## config.mk

```make
export PLATFORM = sky130hd
export DESIGN_NAME = i2c_gain_master
export DESIGN_NICKNAME = d
export VERILOG_FILES = /design/src/rtl/i2c_gain_master.sv
export SDC_FILE = /design/constraint.sdc
export NUM_CORES = 1
export LEC_CHECK = 0
export BUFFER_PORTS_ARGS = -buffer_cell sky130_fd_sc_hd__buf_4
export CAP_MARGIN = 20
export CORE_ASPECT_RATIO = 0.5
export CORE_MARGIN = 2
export CORE_UTILIZATION = 50
export DETAILED_ROUTE_END_ITERATION = 10
export GPL_ROUTABILITY_DRIVEN = 0
export PLACE_DENSITY = 0.75
export SLEW_MARGIN = 30
export SYNTH_ARGS = -nofsm -noshare
export SYNTH_HDL_FRONTEND = slang
export SYNTH_SLANG_ARGS = --single-unit
```

## constraint.sdc

```tcl
create_clock -name clk -period 1.8 [get_ports clk]
set_clock_uncertainty 0.1 [all_clocks]
set_input_delay 0 -clock clk [delete_from_list [all_inputs] [get_ports clk]]
set_output_delay 0 -clock clk [all_outputs]
set_load 0.05 [all_outputs]
```

## src/rtl/i2c_gain_master.sv

```systemverilog
`default_nettype none
// ============================================================================
//  Module      : i2c_gain_master
//  Description : I2C master that writes or reads one register of the PID
//                gain-configuration target (K_p/K_i/K_d).
//  Revision    : 1.0 - initial release
// ============================================================================
module i2c_gain_master #(
    parameter int         CLK_DIV     = 8,
    parameter logic [6:0] DEVICE_ADDR = 7'h3F
) (
    input  logic       clk,
    input  logic       rst,
    input  logic       ena,
    input  logic       start,
    input  logic       rw,
    input  logic [7:0] reg_addr,
    input  logic [7:0] wr_data,
    output logic [7:0] rd_data,
    output logic       busy,
    output logic       done,
    output logic       ack_error,
    input  logic       SCL_in,
    input  logic       SDA_in,
    output logic       SCL_out,
    output logic       SCL_ena,
    output logic       SDA_out,
    output logic       SDA_ena
);

    localparam int                 c_DIV_W    = $clog2(CLK_DIV);
    localparam logic [c_DIV_W-1:0] c_DIV_LAST = c_DIV_W'(CLK_DIV - 1);
    localparam logic [c_DIV_W-1:0] c_DIV_ONE  = c_DIV_W'(1);

    typedef enum logic [3:0] {
        S_IDLE  = 4'd0,
        S_START = 4'd1,
        S_ADDR  = 4'd2,
        S_ACK1  = 4'd3,
        S_REG   = 4'd4,
        S_ACK2  = 4'd5,
        S_WDATA = 4'd6,
        S_RDATA = 4'd7,
        S_ACK3  = 4'd8,
        S_STOP  = 4'd9,
        S_DONE  = 4'd10
    } state_t;

    state_t               r_state;
    state_t               w_next_state;
    logic [c_DIV_W-1:0]   r_div;
    logic [1:0]           r_quarter;
    logic [2:0]           r_bit;
    logic                 r_rw;
    logic [7:0]           r_reg_addr;
    logic [7:0]           r_wr_data;
    logic [7:0]           r_rx;
    logic [7:0]           r_rd_data;
    logic                 r_ack_error;

    logic                 w_accept;
    logic                 w_active;
    logic                 w_q_end;
    logic                 w_slot_end;
    logic                 w_sample;
    logic                 w_byte_state;
    logic                 w_ack_slot;
    logic [7:0]           w_tx_byte;
    logic [2:0]           w_bit_idx;
    logic                 w_scl_out;
    logic                 w_scl_ena;
    logic                 w_sda_out;
    logic                 w_sda_ena;
    logic                 w_unused;

    // SCL is never stretched by the target, so the bus level is not consulted.
    assign w_unused     = SCL_in;

    assign w_accept     = (r_state == S_IDLE) && start && ena;
    assign w_active     = (r_state != S_IDLE) && (r_state != S_DONE);
    assign w_q_end      = (r_div == c_DIV_LAST);
    assign w_slot_end   = w_q_end && (r_quarter == 2'd3);
    assign w_sample     = w_q_end && (r_quarter == 2'd2);
    assign w_byte_state = (r_state == S_ADDR) || (r_state == S_REG) ||
                          (r_state == S_WDATA) || (r_state == S_RDATA);
    assign w_ack_slot   = (r_state == S_ACK1) || (r_state == S_ACK2) ||
                          ((r_state == S_ACK3) && r_rw);
    assign w_bit_idx    = 3'd7 - r_bit;

    always_comb begin
        case (r_state)
            S_ADDR:  w_tx_byte = {DEVICE_ADDR, r_rw};
            S_REG:   w_tx_byte = r_reg_addr;
            default: w_tx_byte = r_wr_data;
        endcase
    end

    always_ff @(posedge clk) begin
        if (rst) begin
            r_state <= S_IDLE;
        end else begin
            r_state <= w_next_state;
        end
    end

    always_ff @(posedge clk) begin
        if (rst) begin
            r_div       <= '0;
            r_quarter   <= 2'd0;
            r_bit       <= 3'd0;
            r_rw        <= 1'b0;
            r_reg_addr  <= 8'h00;
            r_wr_data   <= 8'h00;
            r_rx        <= 8'h00;
            r_rd_data   <= 8'h00;
            r_ack_error <= 1'b0;
        end else if (w_accept) begin
            r_div       <= '0;
            r_quarter   <= 2'd0;
            r_bit       <= 3'd0;
            r_rw        <= rw;
            r_reg_addr  <= reg_addr;
            r_wr_data   <= wr_data;
            r_ack_error <= 1'b0;
        end else if (w_active) begin
            if (w_q_end) begin
                r_div     <= '0;
                r_quarter <= r_quarter + 2'd1;
            end else begin
                r_div <= r_div + c_DIV_ONE;
            end
            if (w_slot_end) begin
                r_bit <= (w_byte_state && (r_bit != 3'd7)) ? r_bit + 3'd1 : 3'd0;
            end
            if (w_sample && w_ack_slot && SDA_in) begin
                r_ack_error <= 1'b1;
            end
            if (w_sample && (r_state == S_RDATA)) begin
                r_rx <= {r_rx[6:0], SDA_in};
            end
            // Publish only the complete byte so the host never sees a partial shift.
            if (w_slot_end && (r_state == S_RDATA) && (r_bit == 3'd7)) begin
                r_rd_data <= r_rx;
            end
        end
    end

    always_comb begin
        w_next_state = r_state;
        w_scl_out    = 1'b1;
        w_scl_ena    = 1'b0;
        w_sda_out    = 1'b1;
        w_sda_ena    = 1'b0;
        case (r_state)
            S_IDLE: begin
                if (w_accept) w_next_state = S_START;
            end
            S_START: begin
                w_scl_ena = 1'b1;
                w_sda_ena = 1'b1;
                w_sda_out = ~r_quarter[1];
                if (w_slot_end) w_next_state = S_ADDR;
            end
            S_ADDR, S_REG, S_WDATA: begin
                w_scl_ena = 1'b1;
                w_scl_out = r_quarter[1];
                w_sda_ena = 1'b1;
                w_sda_out = w_tx_byte[w_bit_idx];
                if (w_slot_end && (r_bit == 3'd7)) begin
                    case (r_state)
                        S_ADDR:  w_next_state = S_ACK1;
                        S_REG:   w_next_state = S_ACK2;
                        default: w_next_state = S_ACK3;
                    endcase
                end
            end
            S_RDATA: begin
                w_scl_ena = 1'b1;
                w_scl_out = r_quarter[1];
                if (w_slot_end && (r_bit == 3'd7)) w_next_state = S_ACK3;
            end
            S_ACK1: begin
                w_scl_ena = 1'b1;
                w_scl_out = r_quarter[1];
                if (w_slot_end) w_next_state = r_ack_error ? S_STOP : S_REG;
            end
            S_ACK2: begin
                w_scl_ena = 1'b1;
                w_scl_out = r_quarter[1];
                if (w_slot_end) begin
                    if (r_ack_error) w_next_state = S_STOP;
                    else             w_next_state = r_rw ? S_WDATA : S_RDATA;
                end
            end
            S_ACK3: begin
                w_scl_ena = 1'b1;
                w_scl_out = r_quarter[1];
                // On a read the master NACKs the last byte to end the transfer.
                if (!r_rw) begin
                    w_sda_ena = 1'b1;
                    w_sda_out = 1'b1;
                end
                if (w_slot_end) w_next_state = S_STOP;
            end
            S_STOP: begin
                w_scl_ena = 1'b1;
                w_scl_out = (r_quarter != 2'd0);
                w_sda_ena = 1'b1;
                w_sda_out = r_quarter[1];
                if (w_slot_end) w_next_state = S_DONE;
            end
            S_DONE: begin
                w_next_state = S_IDLE;
            end
            default: begin
                w_next_state = S_IDLE;
            end
        endcase
    end

    assign rd_data   = r_rd_data;
    assign busy      = w_active;
    assign done      = (r_state == S_DONE);
    assign ack_error = r_ack_error;
    assign SCL_out   = w_scl_out;
    assign SCL_ena   = w_scl_ena;
    assign SDA_out   = w_sda_out;
    assign SDA_ena   = w_sda_ena;

endmodule
`default_nettype wire

```

; ---- Word level (Yosys, flattened, before mapping)
; Index checks and enable logic that the tools add are counted.
[totals]
reg_bits = 46
in_bits = 23
elab_cells = 96
[op_classes]
n_addsub = 4
order_cmp = 1
eq_ne = 24
muxes = 23
bitwise_logic = 2
n_reduce_logical = 32
[op_table]
columns = cell, count
row1 = 4-bit 2-to-1 mux, 10
row2 = 4-bit one-hot mux with 8 select lines, 1
row3 = "4-bit by 3-bit equality test with 1-bit output, second input constant", 4
row4 = 8-bit one-hot mux with 2 select lines, 1
row5 = "2-bit inequality test, second input constant", 7
row6 = 1-bit logical AND, 13
row7 = "4-bit equality test, second input constant", 3
row8 = 9-bit OR reduction, 1
row9 = "4-bit by 2-bit equality test with 1-bit output, second input constant", 2
row10 = 4-bit one-hot mux with 2 select lines, 1
row11 = 8-bit AND reduction, 1
row12 = 7-bit OR reduction, 1
row13 = "3-bit by 1-bit adder with 3-bit output, second input constant", 2
row14 = "3-bit equality test, second input constant", 2
row15 = 3-bit 2-to-1 mux, 2
row16 = 2-bit AND reduction, 3
row17 = 3-bit AND reduction, 2
row18 = 1-bit logical OR, 5
row19 = 5-bit OR reduction, 1
row20 = "2-bit equality test, second input constant", 2
row21 = "4-bit by 1-bit equality test with 1-bit output, second input constant", 1
row22 = 4-bit logical NOT, 1
row23 = "3-bit by 4-bit < comparator with 1-bit output, second input constant", 1
row24 = 1-bit 2-to-1 mux, 4
row25 = other kinds (13), 15

; ---- Logic depth before layout (Yosys ltp)
[depth]
ltp_word = 6
ltp_mapped = 8

; ---- Worst setup path after synthesis
; OpenSTA, ideal clock, no wires.
[synth_path]
path_kind = flip-flop to output port
from = register r_state[2]
to = output SDA_ena
arrival_time_ps = 2001
required_time_ps = 1700
slack_ps = -301
stages_incl_launch_ff = 5
n_path_buf = 2
cell_sequence = dfxtp_1 buf_2 or2_1 clkbuf_1 o21ai_0
[synth_between]
elab_chain_len = 3
[synth_lines]
columns = element, line_no
row1 = from (decl), 49  ; state_t r_state;
row2 = from (signal assigned), 102  ; r_state <= w_next_state;
row3 = "4-bit by 2-bit equality test with 1-bit output, or another cell as far along", 154  ; case (r_state)
row4 = 5-bit OR reduction (no line), n/a
row5 = 1-bit one-hot mux with 2 select lines (*), 154
row6 = to (decl), 28  ; output logic SDA_ena
; Every way passes the cells marked *; elsewhere a longest branch is shown, timed or not.

; ---- Worst setup path after layout
[layout_path]
from = register r_state[0]
to = output SDA_out
[layout_between]
elab_chain_len = 5
[layout_lines]
columns = element, line_no
row1 = 4-bit by 3-bit equality test with 1-bit output or 4-bit by 2-bit equality test with 1-bit output (tied branches), "91, 154"
row2 = 8-bit one-hot mux with 2 select lines, 91  ; case (r_state)
row3 = 1-bit binary-select mux with 3-bit select, 168  ; w_sda_out = w_tx_byte[w_bit_idx];
row4 = 1-bit 2-to-1 mux (not written as such), 168
row5 = 1-bit one-hot mux with 3 select lines (*), 154
row6 = to (decl), 27  ; output logic SDA_out,
; Every way passes the cells marked *; elsewhere a longest branch is shown, timed or not. The select of a mux whose other input is x is not followed.

==> results.md <==
- Status: finished with violations
- Violated checks: negative setup slack
- Initial antenna violation count: 0
- Fillers: 186
- Number of global-route vias before repair: 2401
- CP required: 1.70 ns
- Mapped Cells: 290
- Total number of vias: 2850
- Antenna Nets Post-Route: 0
- Most frequent cells in the layout: 63 x buf_4, 42 x dfxtp_1, 38 x nand2_1
- Slack of the worst reg-to-reg path: -0.34 ns
- Worst slew pin tran: 0.515 ns
- Setup WS post-layout: -0.492 ns
- Port Buf Inserts: 36
- Worst skew pair latency: 0.33 ns
- CP Max Fanout: 5
- Worst slack, placed: -0.127 ns
- Reg clk slew, reported paths: 0.11 ns
- CTS Buffer Depth: 2
- Reg2reg end: r_reg_addr[0]
- Fin cells: 436
- Post-synthesis sequential element count: 46
- Layout cells sized above 1: 44.9%
- Critical Path End Type: primary output
- Clock period minus worst slack: 2.29 ns
- Global route overflow: 0
- Power Dens Cells: 712 nW/µm²
- DR iter-0 viols: 291
- Sequential share of the synthesized area: 40.0%
- Diodes inserted: 0
- Yosys cell types: 44
- Die Area: 5200 µm²
- Initial core utilization: 52.1%
- Synth Net Count: 320
- Leakage: 1.54 nW
- Peak supply drop: 528 µV
- DIE WIDTH: 100 µm
- Dpl cells: 404
- Synthesis-to-finish area growth: 64.9%
- Drt wl/cell: 22.6 µm
- Synth Flop Type: dfxtp_1
- Number of CTS-inserted buffers: 5
- Drt total wl: 9860 µm
- Pre-antenna DRT Iters: 6
- Async S/R FF share, synth: 0%
- Type of the most critical hold path: input port to register
- Row count: 17
- Hold endpoint: r_rw
- DR DRC count: 0
- R2r worst-path depth: 8
- Final Hold Fails: 0
- Slew headroom: 65.6%
- Synth area leader: dfxtp_1
- Avg Cell Area, Syn: 7.95 µm²
- RSZ-0062 raised after global routing: yes
- First-pass GRT wire length: 11300 µm
- CTS sink cnt: 46
- Post-DP HPWL: 4370 µm
- Clock root cell: clkbuf_8
- Layout net count: 408
- Share of the synthesized area in the top cell type: 40.0%
- HP Start: start
- EDFF count, synth: 0
- Gr usage total: 28.4%
- CP Class: register to primary output
- Top post-synthesis cells by area: dfxtp_1 40%, nand2_1 8.6%, a21oi_1 7.8%, mux2i_1 6.9%, nor2_1 4.7%
- Die height: 52.0 µm
- MaxCap Viol Count: 0
- Commonest non-fill, non-tap cell in the layout: buf_4
- Final core utilization: 85.9%
- Final Max Slew Viols: 0
- Worst EP arrival: 2.19 ns
- Fmax: 436 MHz
- CTS tree: done
- I/O pin count: 38
- Placeable Area: 4420 µm²
- Worst r2r src: r_state[1]
- Synthesized cell area: 2300 µm²
- Largest net degree at the start of global routing: 41
- Final Cycle Share: 127%
- Worst setup SP type: register
- Hold depth: 6
- Setup Viol. Count Final: 44
- Ys Warns: 0
- Via density: 6.54
- H-tree levels: 2
## metrics by stage
stage	TNS [ns]	area (µm²)	hold WS (ns)	power [W]
after floorplan	-0.0761	2320	0.0360	0.00137
after global placement	-0.296	2900	0.146	0.00156
after detailed placement	-1.39	2900	0.162	0.00157
after global routing	-9.55	3800	0.260	0.00275
final	-8.36	3800	0.230	0.00271
after CTS	-0.344	3270	0.122	0.00242
## layout make-up
| type | instances | area (µm²) | area share, % |
|---|---|---|---|
| clock buffers | 5 | 68.8 | 1.81 |
| clock inverters | 3 | 43.8 | 1.15 |
| inverters | 8 | 30.0 | 0.790 |
| multi-input cells | 215 | 1710 | 45.0 |
| flip-flops and latches | 46 | 931 | 24.5 |
| well taps | 57 | 71.3 | 1.88 |
| repair buffers | 102 | 946 | 24.9 |
## worst max-delay path by stage
stage	cells past startpoint	start	slack (ns)	end
after floorplan	7	r_state[3]	-0.08	SDA_out
after global placement	8	r_state[0]	-0.07	SDA_out
after detailed placement	6	r_state[1]	-0.13	r_state[1]
after CTS	6	r_state[0]	-0.34	SDA_out
after global routing	7	r_state[0]	-0.52	SDA_out
final	7	r_state[0]	-0.49	SDA_out
## cells in the mapped netlist, types with 2 or more instances
master	instances
or3_1	2
a21oi_1	36
nand3_1	9
o211ai_1	2
mux2i_1	16
a211o_1	2
o221ai_1	4
nor2_1	29
o22ai_1	2
or2_2	2
inv_1	8
and2_1	4
nand2b_1	6
o21ai_0	4
xnor2_1	2
or2_1	2
buf_6	2
nor3_1	4
clkbuf_1	10
nand2_1	53
and3_1	4
buf_2	9
o31ai_1	4
ha_1	7
dfxtp_1	46
nand4_1	3
## routing by layer
layer	vias to the layer above	share of wire [%]	track usage [%]
met3	87	10	5.38
met2	265	44	49.1
met5	-	0	0
met1	1311	38	35.1
li1	1187	-	-
met4	0	7.1	12.6
## cells by family after synthesis
logic type | count (synthesis) | share of synthesized area, %
AOI/OAI and AO/OA | 65 | 17.6
xor gates and xnor gates | 3 | 1.14
adders and majority gates | 8 | 4.23
buffers and inverters | 29 | 5.86
DFF | 46 | 40.0
muxes | 16 | 6.95
and+or+nand+nor | 123 | 24.2
## power breakdown
part           switching [W]  internal (W)
clock network       0.000425      0.000417
logic               0.000423      0.000349
registers          0.0000440       0.00105
total               0.000892       0.00182
## state kept, by name, summed over array words and instances, names as in the netlist
name        cells
rd_data         8
r_div           3
r_rx            8
r_quarter       2
ack_error       1
r_wr_data       8
r_state         4
r_bit           3
r_rw            1
r_reg_addr      8
## critical path, stage by stage, from the launching register on
cell and delay [ns]:
dfxtp_1 0.35, or2_4 0.28, buf_4 0.17, o31ai_2 0.25
and3_1 0.23, o32ai_1 0.10, a211o_4 0.32, buf_8 0.15
## timing repair
| action | 4_1_cts | 5_1_grt |
|---|---|---|
| endpoints found under the setup margin | 35 | 43 |
| resized for setup | 21 | 103 |
| setup buffers | 0 | 3 |
| pin swaps | 0 | 34 |
| endpoints found under the hold margin | 32 | 0 |
| gates cloned | 0 | 2 |
| hold buffers | 19 | 0 |
(Power assumes the default switching activity.)
